File: src/rtl/serial_proto_pkg.sv
// rtl/serial_proto_pkg.sv - line constants and FSM encoding shared by both ends of the serial link
package serial_proto_pkg;

  localparam int DEFAULT_DATA_BITS = 8;

  localparam logic START_BIT  = 1'b0;
  localparam logic STOP_BIT   = 1'b1;
  localparam logic IDLE_LEVEL = 1'b1;

  typedef enum logic [2:0] {
    ST_IDLE   = 3'd0,
    ST_START  = 3'd1,
    ST_DATA   = 3'd2,
    ST_PARITY = 3'd3,
    ST_STOP   = 3'd4
  } state_e;

endpackage

File: src/rtl/parity_calc.sv
// rtl/parity_calc.sv - parity reduction over one data word, odd or even by parameter
module parity_calc #(
  parameter int WIDTH      = 8,
  parameter bit ODD_PARITY = 1'b1
) (
  input  logic [WIDTH-1:0] data_i,
  output logic             parity_o
);

  // Odd parity makes data plus parity carry an odd number of ones.
  assign parity_o = ODD_PARITY ? ~^data_i : ^data_i;

endmodule

File: src/rtl/serial_tx_odd_parity.sv
// rtl/serial_tx_odd_parity.sv - one-bit-per-clock frame transmitter: start, data LSB first, parity, stop
module serial_tx_odd_parity
  import serial_proto_pkg::*;
#(
  parameter int DATA_BITS  = DEFAULT_DATA_BITS,
  parameter bit ODD_PARITY = 1'b1
) (
  input  logic                 clk,
  input  logic                 reset,
  input  logic [DATA_BITS-1:0] in_data,
  input  logic                 in_valid,
  output logic                 in_ready,
  output logic                 tx,
  output logic                 busy,
  output logic                 done
);

  localparam int              CNT_W    = (DATA_BITS > 1) ? $clog2(DATA_BITS) : 1;
  localparam logic [CNT_W-1:0] LAST_BIT = CNT_W'(DATA_BITS - 1);

  state_e               state_q, state_d;
  logic [DATA_BITS-1:0] shift_q, shift_d;
  logic [CNT_W-1:0]     cnt_q, cnt_d;
  logic                 parity_q, parity_d;
  logic                 tx_q, tx_d;
  logic                 done_q, done_d;
  logic                 par_calc;
  logic                 take;

  parity_calc #(
    .WIDTH      (DATA_BITS),
    .ODD_PARITY (ODD_PARITY)
  ) u_parity (
    .data_i   (in_data),
    .parity_o (par_calc)
  );

  assign in_ready = (state_q == ST_IDLE) || (state_q == ST_STOP);
  assign take     = in_valid && in_ready;

  always_ff @(posedge clk) begin
    if (reset) begin
      state_q  <= ST_IDLE;
      shift_q  <= '0;
      cnt_q    <= '0;
      parity_q <= 1'b0;
      tx_q     <= IDLE_LEVEL;
      done_q   <= 1'b0;
    end else begin
      state_q  <= state_d;
      shift_q  <= shift_d;
      cnt_q    <= cnt_d;
      parity_q <= parity_d;
      tx_q     <= tx_d;
      done_q   <= done_d;
    end
  end

  always_comb begin
    state_d  = state_q;
    shift_d  = shift_q;
    cnt_d    = cnt_q;
    parity_d = parity_q;
    unique case (state_q)
      ST_IDLE: begin
        if (take) begin
          state_d  = ST_START;
          shift_d  = in_data;
          parity_d = par_calc;
        end
      end
      ST_START: begin
        state_d = ST_DATA;
        cnt_d   = '0;
      end
      ST_DATA: begin
        if (cnt_q == LAST_BIT) begin
          state_d = ST_PARITY;
          cnt_d   = '0;
        end else begin
          shift_d = shift_q >> 1;
          cnt_d   = cnt_q + CNT_W'(1);
        end
      end
      ST_PARITY: state_d = ST_STOP;
      ST_STOP: begin
        if (take) begin
          state_d  = ST_START;
          shift_d  = in_data;
          parity_d = par_calc;
        end else begin
          state_d = ST_IDLE;
        end
      end
      default: state_d = ST_IDLE;
    endcase
  end

  // The line level is decoded from the next state so tx comes straight from a flop.
  always_comb begin
    tx_d   = IDLE_LEVEL;
    done_d = 1'b0;
    unique case (state_d)
      ST_START:  tx_d = START_BIT;
      ST_DATA:   tx_d = shift_d[0];
      ST_PARITY: tx_d = parity_d;
      ST_STOP: begin
        tx_d   = STOP_BIT;
        done_d = 1'b1;
      end
      default:   tx_d = IDLE_LEVEL;
    endcase
  end

  assign tx   = tx_q;
  assign done = done_q;
  assign busy = (state_q != ST_IDLE);

endmodule

File: config.mk
export PLATFORM = sky130hd
export DESIGN_NAME = serial_tx_odd_parity
export DESIGN_NICKNAME = d
export VERILOG_FILES = /design/src/rtl/serial_proto_pkg.sv /design/src/rtl/parity_calc.sv /design/src/rtl/serial_tx_odd_parity.sv
export SDC_FILE = /design/constraint.sdc
export NUM_CORES = 1
export LEC_CHECK = 0
export ABC_AREA = 1
export CAP_MARGIN = 20
export CELL_PAD_IN_SITES_DETAIL_PLACEMENT = 2
export CELL_PAD_IN_SITES_GLOBAL_PLACEMENT = 2
export CORE_MARGIN = 2
export CORE_UTILIZATION = 32
export CTS_BUF_LIST = sky130_fd_sc_hd__clkbuf_8
export DETAILED_ROUTE_END_ITERATION = 7
export GPL_TIMING_DRIVEN = 0
export HOLD_SLACK_MARGIN = 0.02
export MAX_ROUTING_LAYER = met4
export PLACE_DENSITY_LB_ADDON = 0.2
export SLEW_MARGIN = 20
export SYNTH_ARGS = -nofsm -noshare
export SYNTH_HDL_FRONTEND = slang
export SYNTH_SLANG_ARGS = --single-unit
File: constraint.sdc
create_clock -name clk -period 2.4 [get_ports clk]
set_input_delay 0.36 -clock clk [delete_from_list [all_inputs] [get_ports clk]]
set_output_delay 0.36 -clock clk [all_outputs]
set_load 0.01 [all_outputs]
==> flow_metrics.env <==
export IMPL_clk_pin_slew_ns=0.06
export IMPL_drc=0
export IMPL_pwr_density_cell_nw_per_um2=572
export IMPL_wl_um=2470
export IMPL_placed_area_um2=1150
export IMPL_num_vias=988
export IMPL_r2r_cells=8
export IMPL_hold_path_class="primary input to flip-flop"
export IMPL_r2r_end="tx$_SDFF_PP1_"
export IMPL_final_common_cell="nand2_1"
export IMPL_io_pins=15
export IMPL_syn_nets=164
export IMPL_period_share=0.722
export IMPL_postLayoutCellArea_um2=1190
export IMPL_ys_ff_latch=17
export IMPL_grt_usage=0.168
export IMPL_path_class="flip-flop to primary output"
export IMPL_cts_setup_buffers=0
export IMPL_grt_use_met2=0.319
export IMPL_slew_violations=0
export IMPL_clockBufferDepth=2
export IMPL_cpPeakStageDelay_ns=0.57
export IMPL_first_global_vias=1024
export IMPL_worst_r2r_setup_slack_ns=0.89
export IMPL_avgSynthCellArea_um2=6.45
export IMPL_htree_levels=1
export IMPL_ys_warn_count=0
export IMPL_post_cts_resized=0
export IMPL_worst_slew_pin_transition_ns=0.474
export IMPL_maxCapViolCount=0
export IMPL_num_antenna_cells=0
export IMPL_ys_types=20
export IMPL_clk_latency_ns=0.25
export IMPL_syn_to_final_growth_pct=22.2
export IMPL_critPathBufInv=1
export IMPL_die_h_um=59.2
export IMPL_fmax_ghz=0.577
export IMPL_io_buffers=13
export IMPL_slowest_stage="clkdlybuf4s50_1"
export IMPL_gp_congestion=0.748
export IMPL_wire_per_inst_um=12.3
export IMPL_cts_tree="built"
export IMPL_ir_drop_v=0.000169
export IMPL_status="completed"
export IMPL_busiest_layer="met2"
export IMPL_gr_total_overflow=0
export IMPL_fill_cells=369
export IMPL_grt_pass1_wl_um=4240
export IMPL_die_area_um2=3500
export IMPL_path_max_fanout=4
export IMPL_maxSlewHeadroom=0.684
export IMPL_crit_start="state_q[0]$_SDFF_PP0_"
export IMPL_clock_skew_ns=0.00382
export IMPL_hold_viol=0
export IMPL_rsz0062_at_grt="no"
export IMPL_ant_nets=0
export IMPL_layout_drive_gt1_share=0.107
export IMPL_floorplan_initialDensity=0.327
export IMPL_ctsHoldBuffers=0
export IMPL_end_kind="primary output"
export IMPL_grt_use_met3=0.0131
export IMPL_setup_tns_final_ns=0
export IMPL_grtUsageMet1=0.171
export IMPL_crit_end="in_ready"
export IMPL_netlist_area_um2=975
export IMPL_min_from="reset"
export IMPL_cp_depth=2
export IMPL_syn_inst=151
export IMPL_ys_seq_area_frac=0.349
export IMPL_final_nets=182
export IMPL_grt_max_degree=11
export IMPL_antenna_found_initial=0
export IMPL_numCtsBuffers=3
export IMPL_place_hpwl_um=2060
export IMPL_worstPathRequired_ns=2.04
export IMPL_dr_pass1_iters=4
export IMPL_cp_top_family="buffers and inverters"
export IMPL_rows=20
export IMPL_fin_crit_ns=1.73
export IMPL_crit_arrival_ns=1.37
export IMPL_p_leak_nw=0.601
export IMPL_cts_root_buffer="clkbuf_8"
export IMPL_vias_per_cell=4.92
export IMPL_die_width_um=59.2
export IMPL_path_cells="nor2_2 > clkdlybuf4s50_1"
export IMPL_core_area_um2=2980
export IMPL_r2r_start="cnt_q[0]$_SDFFE_PP0P_"
export IMPL_critPathLaunchType="flip-flop"
export IMPL_cts_num_sinks=17
export IMPL_report_final_setup_viol=0
export IMPL_initialDrtViolationCount=21
export IMPL_final_cell_mix="nand2_1, inv_1, dfxtp_1"
## stage by stage
stage | instances | power [mW] | hold slack [ns] | utilization | worst slack (ns)
2_1_floorplan | 151 | 0.418 | 0.434 | - | 1.05
3_3_place_gp | 197 | 0.470 | 0.450 | 0.385 | 0.728
3_5_place_dp | 197 | 0.480 | 0.466 | 0.385 | 0.649
4_1_cts | 201 | 0.697 | 0.476 | 0.400 | 0.644
5_1_grt | 201 | 0.729 | 0.487 | 0.400 | 0.603
6_report | 201 | 0.682 | 0.468 | 0.400 | 0.668
## sequential cells by signal, indices dropped and copies added, names as in the netlist
register,cells
cnt_q,3
done,1
state_q,3
tx,1
shift_q,8
parity_q,1
## cells in the mapped netlist
cell / count / share of area
a21oi_1: 12 / 0.062
a21oi_2: 1 / 0.0090
clkbuf_1: 2 / 0.0077
dfxtp_1: 17 / 0.35
ha_1: 2 / 0.026
inv_1: 17 / 0.065
inv_2: 3 / 0.012
inv_6: 1 / 0.0090
nand2_1: 56 / 0.22
nand2_2: 4 / 0.026
nand2_4: 2 / 0.023
nand3_1: 3 / 0.015
nand4_1: 1 / 0.0064
nor2_1: 15 / 0.058
nor2_2: 2 / 0.013
nor2_8: 2 / 0.041
nor3_1: 2 / 0.010
o21ai_0: 6 / 0.031
o21bai_1: 2 / 0.015
or2_1: 1 / 0.0064
## power breakdown
group	internal [mW]	switching, mW	leakage (nW)
clock network	0.114	0.0980	0.0269
logic	0.0643	0.0945	0.434
registers	0.300	0.0110	0.139
## how the worst min path moves through the flow
stage / endpoint / slack [ns] / cells past startpoint
2_1_floorplan: cnt_q[0]$_SDFFE_PP0P_ / 0.43 / 1
6_report: state_q[0]$_SDFF_PP0_ / 0.47 / 2
3_5_place_dp: cnt_q[0]$_SDFFE_PP0P_ / 0.47 / 1
3_3_place_gp: cnt_q[0]$_SDFFE_PP0P_ / 0.45 / 1
5_1_grt: state_q[0]$_SDFF_PP0_ / 0.49 / 2
4_1_cts: cnt_q[2]$_SDFFE_PP0P_ / 0.48 / 2
## per-layer routing
metal  vias to the layer above  part of all wire
li1                        502                 -
met1                       465              0.41
met2                        17              0.56
met3                         4             0.016
met4                         0             0.017
met5                         -                 0
## worst reg2reg max path, cell delays in order (launching register included)
cell and delay, ns:
dfxtp_1 0.33, ha_1 0.20, ha_1 0.27, nor2_8 0.24
nor2_8 0.08, nand2_4 0.06, nand2_2 0.05, a21oi_2 0.11
nand2_1 0.07
## cells by family (layout without fill, tap and decap cells)
| family | after synthesis | count (layout) | share of synthesized area |
|---|---|---|---|
| compound gates | 21 | 21 | 0.117 |
| fa+ha+maj | 2 | 2 | 0.0257 |
| buf+inv | 23 | 40 | 0.0937 |
| flops | 17 | 17 | 0.349 |
| simple gates | 88 | 88 | 0.415 |
## final cells by class
| class | count | area (µm²) | area share |
|---|---|---|---|
| multi-input cells | 111 | 543 | 0.456 |
| flip-flops and latches | 17 | 340 | 0.286 |
| repair buffers | 13 | 130 | 0.109 |
| inverters | 21 | 83.8 | 0.0704 |
| clock buffers | 3 | 41.3 | 0.0347 |
| well taps | 33 | 41.3 | 0.0347 |
| plain buffers | 2 | 7.51 | 0.00630 |
| clock inverters | 1 | 3.75 | 0.00315 |
Power figures use the tool's default switching activity.
